`src/rtl/irq_pkg.sv`:
```
`default_nettype none
// ============================================================================
// Module   : irq_pkg
// Brief    : Shared types and constants for the machine interrupt source.
// Revision : 1.0 - initial release
// ============================================================================
package irq_pkg;

    typedef enum logic [1:0] {
        IRQ_NONE = 2'd0,
        IRQ_EXT  = 2'd1,
        IRQ_SW   = 2'd2,
        IRQ_TIM  = 2'd3
    } irq_code_t;

    // Byte offsets inside the 16-byte register window
    localparam logic [3:0] C_OFF_MTIME    = 4'h0;
    localparam logic [3:0] C_OFF_MTIMECMP = 4'h4;
    localparam logic [3:0] C_OFF_CTRL     = 4'h8;
    localparam logic [3:0] C_OFF_PEND     = 4'hC;

    localparam int C_CTRL_TIM_EN       = 0;
    localparam int C_CTRL_EXT_EN       = 1;
    localparam int C_CTRL_SW_EN        = 2;
    localparam int C_CTRL_PRESCALE_LSB = 8;

    localparam int C_PEND_TIM = 0;
    localparam int C_PEND_EXT = 1;
    localparam int C_PEND_SW  = 2;

    localparam logic [31:0] C_MTIMECMP_RST = 32'hFFFF_FFFF;

endpackage
`default_nettype wire

```
`src/rtl/irq_timer.sv`:
```
`default_nettype none
// ============================================================================
// Module   : irq_timer
// Brief    : Prescaled 32-bit mtime counter with mtimecmp compare.
// Revision : 1.0 - initial release
// ============================================================================
module irq_timer
    import irq_pkg::*;
#(
    parameter int PRESCALE_W = 8
) (
    input  logic                  clk,
    input  logic                  rst,
    input  logic [PRESCALE_W-1:0] prescale,
    input  logic                  mtime_wr,
    input  logic                  mtimecmp_wr,
    input  logic [31:0]           wdata,
    output logic [31:0]           mtime,
    output logic [31:0]           mtimecmp,
    output logic                  tim_hit
);

    logic [PRESCALE_W-1:0] r_pre_cnt;
    logic [31:0]           r_mtime;
    logic [31:0]           r_mtimecmp;
    logic                  w_tick;

    // >= rather than == so that lowering prescale mid-count cannot strand the counter
    assign w_tick = (r_pre_cnt >= prescale);

    always_ff @(posedge clk or posedge rst) begin
        if (rst) begin
            r_pre_cnt  <= '0;
            r_mtime    <= '0;
            r_mtimecmp <= C_MTIMECMP_RST;
        end else begin
            r_pre_cnt <= w_tick ? '0 : r_pre_cnt + PRESCALE_W'(1);
            if (mtime_wr)
                r_mtime <= wdata;
            else if (w_tick)
                r_mtime <= r_mtime + 32'd1;
            if (mtimecmp_wr)
                r_mtimecmp <= wdata;
        end
    end

    assign mtime    = r_mtime;
    assign mtimecmp = r_mtimecmp;
    assign tim_hit  = (r_mtime >= r_mtimecmp);

endmodule
`default_nettype wire

```
`src/rtl/irq_source_ctrl.sv`:
```
`default_nettype none
// ============================================================================
// Module   : irq_source_ctrl
// Brief    : Machine timer/external/software interrupt source with trap handshake.
// Revision : 1.0 - initial release
// ============================================================================
module irq_source_ctrl
    import irq_pkg::*;
#(
    parameter int          PRESCALE_W = 8,
    parameter logic [11:0] BASE_ADDR  = 12'h800
) (
    input  logic        clk,
    input  logic        rst,
    input  logic [11:0] addr,
    input  logic [31:0] wdata,
    input  logic        reg_wr,
    input  logic        reg_rd,
    output logic [31:0] rdata,
    input  logic        ext_irq,
    input  logic        irq_ack,
    input  logic        is_mret,
    output logic [1:0]  interrupt,
    output logic        in_service
);

    typedef enum logic [0:0] {
        ST_IDLE    = 1'b0,
        ST_SERVICE = 1'b1
    } svc_state_t;

    svc_state_t            r_state;
    logic                  r_in_service;
    logic                  r_tim_en, r_ext_en, r_sw_en;
    logic [PRESCALE_W-1:0] r_prescale;
    logic                  r_sync1, r_sync2, r_sync3;
    logic                  r_ext_p, r_sw_p;

    logic                  w_win;
    logic                  w_wr_mtime, w_wr_mtimecmp, w_wr_ctrl, w_wr_pend;
    logic [31:0]           w_mtime, w_mtimecmp;
    logic                  w_tim_hit;
    logic                  w_ext_edge;
    logic                  w_ack_ext, w_ack_sw;
    irq_code_t             w_irq;
    logic [31:0]           w_ctrl_rd, w_pend_rd, w_rdata;

    assign w_win         = (addr[11:4] == BASE_ADDR[11:4]);
    assign w_wr_mtime    = reg_wr && w_win && (addr[3:0] == C_OFF_MTIME);
    assign w_wr_mtimecmp = reg_wr && w_win && (addr[3:0] == C_OFF_MTIMECMP);
    assign w_wr_ctrl     = reg_wr && w_win && (addr[3:0] == C_OFF_CTRL);
    assign w_wr_pend     = reg_wr && w_win && (addr[3:0] == C_OFF_PEND);

    irq_timer #(
        .PRESCALE_W (PRESCALE_W)
    ) u_timer (
        .clk         (clk),
        .rst         (rst),
        .prescale    (r_prescale),
        .mtime_wr    (w_wr_mtime),
        .mtimecmp_wr (w_wr_mtimecmp),
        .wdata       (wdata),
        .mtime       (w_mtime),
        .mtimecmp    (w_mtimecmp),
        .tim_hit     (w_tim_hit)
    );

    assign w_ext_edge = r_sync2 && !r_sync3;
    assign w_ack_ext  = irq_ack && (w_irq == IRQ_EXT);
    assign w_ack_sw   = irq_ack && (w_irq == IRQ_SW);

    always_ff @(posedge clk or posedge rst) begin
        if (rst) begin
            r_tim_en   <= 1'b0;
            r_ext_en   <= 1'b0;
            r_sw_en    <= 1'b0;
            r_prescale <= '0;
            r_sync1    <= 1'b0;
            r_sync2    <= 1'b0;
            r_sync3    <= 1'b0;
            r_ext_p    <= 1'b0;
            r_sw_p     <= 1'b0;
        end else begin
            r_sync1 <= ext_irq;
            r_sync2 <= r_sync1;
            r_sync3 <= r_sync2;
            if (w_wr_ctrl) begin
                r_tim_en   <= wdata[C_CTRL_TIM_EN];
                r_ext_en   <= wdata[C_CTRL_EXT_EN];
                r_sw_en    <= wdata[C_CTRL_SW_EN];
                r_prescale <= wdata[C_CTRL_PRESCALE_LSB +: PRESCALE_W];
            end
            // A new edge outranks any clear landing in the same cycle
            r_ext_p <= w_ext_edge ||
                       (r_ext_p && !w_ack_ext && !(w_wr_pend && wdata[C_PEND_EXT]));
            if (w_wr_pend)
                r_sw_p <= wdata[C_PEND_SW];
            else if (w_ack_sw)
                r_sw_p <= 1'b0;
        end
    end

    always_ff @(posedge clk or posedge rst) begin
        if (rst) begin
            r_state      <= ST_IDLE;
            r_in_service <= 1'b0;
        end else begin
            case (r_state)
                ST_IDLE: begin
                    if (irq_ack && (w_irq != IRQ_NONE)) begin
                        r_state      <= ST_SERVICE;
                        r_in_service <= 1'b1;
                    end
                end
                ST_SERVICE: begin
                    if (is_mret) begin
                        r_state      <= ST_IDLE;
                        r_in_service <= 1'b0;
                    end
                end
                default: begin
                    r_state      <= ST_IDLE;
                    r_in_service <= 1'b0;
                end
            endcase
        end
    end

    always_comb begin
        w_irq = IRQ_NONE;
        if (!rst && !r_in_service) begin
            if (r_ext_p && r_ext_en)
                w_irq = IRQ_EXT;
            else if (r_sw_p && r_sw_en)
                w_irq = IRQ_SW;
            else if (w_tim_hit && r_tim_en)
                w_irq = IRQ_TIM;
        end
    end

    always_comb begin
        w_ctrl_rd                                          = '0;
        w_ctrl_rd[C_CTRL_TIM_EN]                           = r_tim_en;
        w_ctrl_rd[C_CTRL_EXT_EN]                           = r_ext_en;
        w_ctrl_rd[C_CTRL_SW_EN]                            = r_sw_en;
        w_ctrl_rd[C_CTRL_PRESCALE_LSB +: PRESCALE_W]       = r_prescale;
        w_pend_rd                                          = '0;
        w_pend_rd[C_PEND_TIM]                              = w_tim_hit;
        w_pend_rd[C_PEND_EXT]                              = r_ext_p;
        w_pend_rd[C_PEND_SW]                               = r_sw_p;
    end

    always_comb begin
        w_rdata = '0;
        if (reg_rd && w_win && !rst) begin
            case (addr[3:0])
                C_OFF_MTIME:    w_rdata = w_mtime;
                C_OFF_MTIMECMP: w_rdata = w_mtimecmp;
                C_OFF_CTRL:     w_rdata = w_ctrl_rd;
                C_OFF_PEND:     w_rdata = w_pend_rd;
                default:        w_rdata = '0;
            endcase
        end
    end

    assign rdata      = w_rdata;
    assign interrupt  = w_irq;
    assign in_service = r_in_service;

endmodule
`default_nettype wire

```
`config.mk`:
```
export PLATFORM = sky130hd
export DESIGN_NAME = irq_source_ctrl
export DESIGN_NICKNAME = d
export VERILOG_FILES = /design/src/rtl/irq_pkg.sv /design/src/rtl/irq_timer.sv /design/src/rtl/irq_source_ctrl.sv
export SDC_FILE = /design/constraint.sdc
export NUM_CORES = 1
export LEC_CHECK = 0
export BUFFER_PORTS_ARGS = -buffer_cell sky130_fd_sc_hd__buf_4
export CAP_MARGIN = 20
export CORE_ASPECT_RATIO = 1.2
export CORE_MARGIN = 3
export CORE_UTILIZATION = 58
export CTS_BUF_LIST = sky130_fd_sc_hd__clkbuf_16
export DETAILED_ROUTE_END_ITERATION = 10
export PLACE_DENSITY = 0.92
export SLEW_MARGIN = 20
export SYNTH_ARGS = -nofsm -noshare
export SYNTH_HDL_FRONTEND = slang
export SYNTH_SLANG_ARGS = --single-unit
```
`constraint.sdc`:
```
create_clock -name clk -period 4.8 [get_ports clk]
set_input_delay 0.48 -clock clk [delete_from_list [all_inputs] [get_ports clk]]
set_output_delay 0.48 -clock clk [all_outputs]
set_load 0.1 [all_outputs]
```
==> Word level (Yosys, flattened, before mapping) <==
Cells that the tools add are included.
Widths: inputs -> output; s select.
{ "totals": {"reg_bits": 90, "latch_bits": 0, "ram_bits": 0, "mem_bits_ro": 0, "input_bits": 51, "out_inout_bits": 35, "word_cells": 73, "n_memories": 0} }
{ "op_classes": {"n_addsub": 2, "mul": 0, "n_div": 0, "order_cmp": 2, "n_eq_ne": 8, "n_shift": 0, "muxes": 17, "bitwise": 1, "reduce_logical": 29} }
{ "op_table": {"columns": ["op", "n"], "rows": [
  ["$pmux 32 s4", 1],
  ["$mux 32", 3],
  ["$add 32x1->32 const B", 1],
  ["$ge 32x32->1", 1],
  ["$logic_and 1x1->1", 18],
  ["$add 8x1->8 const B", 1],
  ["$eq 4x4->1 const B", 2],
  ["$eq 8x8->1 const B", 1],
  ["$ge 8x8->1", 1],
  ["$mux 2", 4],
  ["$mux 8", 1],
  ["$mux 1", 6],
  ["$reduce_bool 2->1", 3],
  ["$logic_not 1->1", 5],
  ["$eq 4x3->1 const B", 1],
  ["$logic_not 4->1", 1],
  ["$ne 2x2->1 const B", 2],
  ["$pmux 1 s2", 2],
  ["$eq 2x1->1 const B", 1],
  ["$eq 2x2->1 const B", 1],
  ["$reduce_and 2->1", 1],
  ["$logic_or 1x1->1", 1],
  ["$not 1->1", 1]
]} }

==> Depth between registers and ports, before layout <==
{ "depth": {"word_depth": 12, "ltp_mapped": 9, "mapped_depth_nobuf": 8} }

==> Modules after synthesis <==
Synthesis repeated with hierarchy kept, for this count alone.
{ "hier_totals": {"hier_cells": 632, "area_unflattened_um2": 5988.2} }
{ "modules_own_cells": {"columns": ["mod", "n_inst", "cells_each", "area_each_um2"], "rows": [
  ["irq_timer", 1, 478, 4534.3],
  ["irq_source_ctrl", 1, 154, 1453.9]
]} }

==> Worst setup path after synthesis <==
Ideal clock, no wire load.
{ "synth_timing": {"path_type": "input-to-output", "startpoint": "input rst", "endpoint": "output rdata[10]", "t_arrival_ns": 4.594, "required_ns": 4.320, "slack_ns": -0.274, "cell_stages": 4, "n_path_buf": 1, "path_cell_list": "inv_1 > nand4_1 > clkbuf_1 > a21oi_1"} }
{ "synth_via": {"elab_chain_len": 3} }
{ "synth_lines": {"columns": ["item", "line", "source"], "rows": [
  ["start: declaration", "irq_source_ctrl.sv:14", "input logic rst,"],
  ["$logic_not 1->1 (no line)", null, null],
  ["$logic_and 1x1->1", "irq_source_ctrl.sv:155", "if (reg_rd && w_win && !rst) begin"],
  ["$mux 32", "irq_source_ctrl.sv:155", null],
  ["end: declaration", "irq_source_ctrl.sv:19", "output logic [31:0] rdata,"]
]} }
Every way passes these cells.

==> Worst setup path in the final report <==
{ "layout_timing": {"startpoint": "register u_timer.r_mtimecmp[27] (netlist: u_timer.mtimecmp[27])", "endpoint": "output interrupt[0]"} }
{ "layout_via": {"elab_chain_len": 6} }
{ "layout_lines": {"columns": ["item", "line", "source"], "rows": [
  ["start: declaration", "irq_timer.sv:25", "logic [31:0] r_mtimecmp;"],
  ["start signal: assignment", "irq_timer.sv:43", "r_mtimecmp <= wdata;"],
  ["$ge 32x32->1", "irq_timer.sv:49", "assign tim_hit = (r_mtime >= r_mtimecmp);"],
  ["$logic_and 1x1->1", "irq_source_ctrl.sv:136", "else if (w_tim_hit && r_tim_en)"],
  ["$mux 2", "irq_source_ctrl.sv:136", null],
  ["$mux 2", "irq_source_ctrl.sv:134", "else if (r_sw_p && r_sw_en)"],
  ["$mux 2", "irq_source_ctrl.sv:132", "if (r_ext_p && r_ext_en)"],
  ["$mux 2", "irq_source_ctrl.sv:131", "if (!rst && !r_in_service) begin"],
  ["end: declaration", "irq_source_ctrl.sv:23", "output logic [1:0] interrupt,"]
]} }
Every way passes these cells.

==> results.sh <==
export IMPL_syn_to_final_growth_pct=17.4
export IMPL_layout_drive_gt1_share_pct=25.5
export IMPL_peakVddDrop_mv=0.192
export IMPL_yosysSeqAreaShare_pct=39.4
export IMPL_post_route_drc_count=0
export IMPL_p_leak_uw=0.00281
export IMPL_firstDrtPassIters=5
export IMPL_first_iter_violations=288
export IMPL_antenna_found_initial=0
export IMPL_insertion_delay_ns=0.34
export IMPL_nets=773
export IMPL_hold_depth=1
export IMPL_synth_area_mm2=0.00582
export IMPL_cts_root_buffer="clkbuf_16"
export IMPL_cap_violations=0
export IMPL_pre_cts_slack_ns=1.69
export IMPL_arrival_ns=3.13
export IMPL_grt_max_degree=58
export IMPL_overflow=0
export IMPL_vias=4990
export IMPL_finClkSkew_ns=0.00782
export IMPL_ant_nets=0
export IMPL_cts_buffers=9
export IMPL_synth_edf_count=0
export IMPL_synth_distinct_cells=51
export IMPL_setup_tns_ns=0
export IMPL_final_core_util_pct=70.7
export IMPL_power_total_uw=1860
export IMPL_wl_um=14800
export IMPL_grt_pass1_wl_um=24400
export IMPL_slowest_stage="dfstp_2"
export IMPL_num_rows=39
export IMPL_cts_tree="yes"
export IMPL_worstMarginPinSlew_ns=0.994
export IMPL_cp_max_fo=4
export IMPL_synthesis_nets=701
export IMPL_syn_instance_count=608
export IMPL_gr_usage_all_layers_pct=26.8
export IMPL_ys_ff_latch=90
export IMPL_cp_depth=9
export IMPL_worst_slack_ns=1.19
export IMPL_finalInstanceArea_mm2=0.00683
export IMPL_wl_per_cell_um=18.3
export IMPL_antenna_cells=0
export IMPL_required_ns=4.32
export IMPL_slew_headroom_pct=33.7
export IMPL_reg2regPathDepth=8
export IMPL_cts_htree_levels=3
export IMPL_fillers=689
export IMPL_cts_max_path_buffers=2
export IMPL_endpoint_kind="primary output"
export IMPL_final_cell_mix="90 x buf_4, 69 x nand2_1, 58 x dfrtp_1"
export IMPL_place_congestion=0.965
export IMPL_p_per_area_mw_per_mm2=272
export IMPL_synth_main_ff_cell="dfrtp_1"
export IMPL_dpl_instance_area_mm2=0.00655
export IMPL_core_area_mm2=0.00966
export IMPL_io_pins=86
export IMPL_dp_hpwl_um=10700
export IMPL_hold_viol_final=0
export IMPL_finalCriticalPeriod_ns=3.61
export IMPL_path_clk_slew_ns=0.07
export IMPL_fmax_mhz=277
export IMPL_critical_path_class="reg -> out"
export IMPL_dieArea_mm2=0.0113
export IMPL_vias_per_cell=6.18
export IMPL_postCtsSetupBuffers=0
export IMPL_cp_cell_sequence="inv_1 > ha_1 > nand4_1 > nor4_1 > nand2_1 > a31oi_1 > o211ai_1 > a21boi_0 > buf_4"
export IMPL_rsz0062_at_grt="false"
export IMPL_layout_commonest_cell="buf_4"
export IMPL_regArea_mm2=0.00229
export IMPL_period_share_pct=75.2
export IMPL_start_kind="flip-flop"
export IMPL_outcome="finished, final reports clean"
export IMPL_synth_warning_count=0
export IMPL_grt_pass1_vias=5082
export IMPL_ctsResizeCount=0
export IMPL_start_util_pct=60.2
export IMPL_multi_input_area_mm2=0.00325
export IMPL_port_buffer_count=85
export IMPL_cts_hold_buf=0
export IMPL_cpLargestDelayFamily="compound AO/OA/AOI/OAI gates"
export IMPL_avgSynthCellArea_um2=9.57
export IMPL_async_flop_share_pct=100
export IMPL_worst_path_buf_inv=2
export IMPL_dieWidth_um=97.4
export IMPL_slew_violations=0
export IMPL_crit_path_max_incr_delay_ns=0.54
export IMPL_min_delay_path_class="in -> reg"
export IMPL_setup_viol_count_final=0
export IMPL_chipHeight_um=116
export IMPL_clock_sinks=90
final cells by class:
class / count / share of cell area (%)
Clock buffer: 9 / 3.30
Clock inverter: 7 / 0.824
Inverter: 46 / 2.58
Multi-Input combinational cell: 443 / 47.6
Sequential cell: 90 / 33.6
Tap cell: 123 / 2.25
Timing Repair Buffer: 90 / 9.89
synth_stat cells (2+ instances only):
cell type	number	share of area, %
nor2_1	49	3.2
nand3_1	18	1.5
nor4_1	3	0.32
mux2_2	3	0.58
nor2b_1	4	0.43
o211ai_1	3	0.39
o21ai_1	23	2.0
ha_1	42	9.0
a211oi_1	2	0.26
clkbuf_1	14	0.90
inv_1	46	3.0
a22oi_1	33	4.3
buf_6	2	0.39
o21ai_0	12	1.0
and3_1	4	0.43
xnor2_1	32	4.8
nor4_2	11	2.4
nor3b_1	2	0.26
a21oi_1	36	3.1
buf_2	11	0.95
nand3_2	2	0.34
nand2_1	69	4.5
and4_1	2	0.30
nand4_1	6	0.65
xor2_1	5	0.75
nor3_1	9	0.77
mux2_1	40	7.7
nor4b_2	9	2.3
o21ai_2	5	0.75
nor3_2	2	0.34
dfstp_2	32	14
dfrtp_1	58	25
path summary, 6_finish.rpt:
check                           slack, ns                 start                   end
min in group asynchronous            0.27                   rst      u_timer.mtime[2]
worst max-delay path                 1.19  u_timer.mtimecmp[27]          interrupt[0]
worst min-delay path                 0.24               ext_irq               r_sync1
worst max register to register       1.97  u_timer.r_pre_cnt[2]     u_timer.mtime[29]
max in group asynchronous            3.38                   rst  u_timer.r_pre_cnt[6]
worst min register to register       0.36               r_sync1               r_sync2
worst reg2reg max path: cells and delay by family, from the launching register on:
kind                     cells  cell delay, ns
XOR/XNOR                     1            0.20
adder cells (fa/ha/maj)      1            0.32
flip-flops                   1            0.43
buffers and inverters        1            0.37
AO/OA/AOI/OAI                4            1.27
AND/OR/NAND/NOR              1            0.09
kinds of logic after synthesis:
family                   count (synthesis)  synth area share, %
buffers and inverters                   75                 5.40
multiplexers                            43                 8.32
flip-flops                              90                 39.4
AND/OR/NAND/NOR                        199                 19.4
adder cells (fa/ha/maj)                 42                 9.03
AO/OA/AOI/OAI                          122                 12.9
XOR/XNOR                                37                 5.57
where the power goes:
part	leakage, uW	switching [uW]	internal (uW)	total, uW
logic	0.00155	176	140	316
clock network	0.000148	284	394	678
registers	0.00111	65.4	800	865
layer usage:
metal	routed length, um	track usage, %
met2	7770	49.1
met4	376	11.7
met5	0	0
met1	5750	31.0
met3	883	4.33
stage by stage:
stage | instances | hold WS [ns]
3_5_place_dp | 792 | 0.345
6_report | 808 | 0.245
2_1_floorplan | 608 | 0.331
4_1_cts | 808 | 0.234
5_1_grt | 808 | 0.242
3_3_place_gp | 792 | 0.338
registers in the layout, indices dropped and copies added, names as in the netlist:
register           count
r_sync3                1
r_ext_en               1
r_tim_en               1
r_sw_en                1
r_state                1
u_timer.mtime         32
in_service             1
r_sync2                1
r_sync1                1
u_timer.r_pre_cnt      8
r_prescale             8
r_sw_p                 1
r_ext_p                1
u_timer.mtimecmp      32
Note: power is estimated with default switching activity, not from simulation.
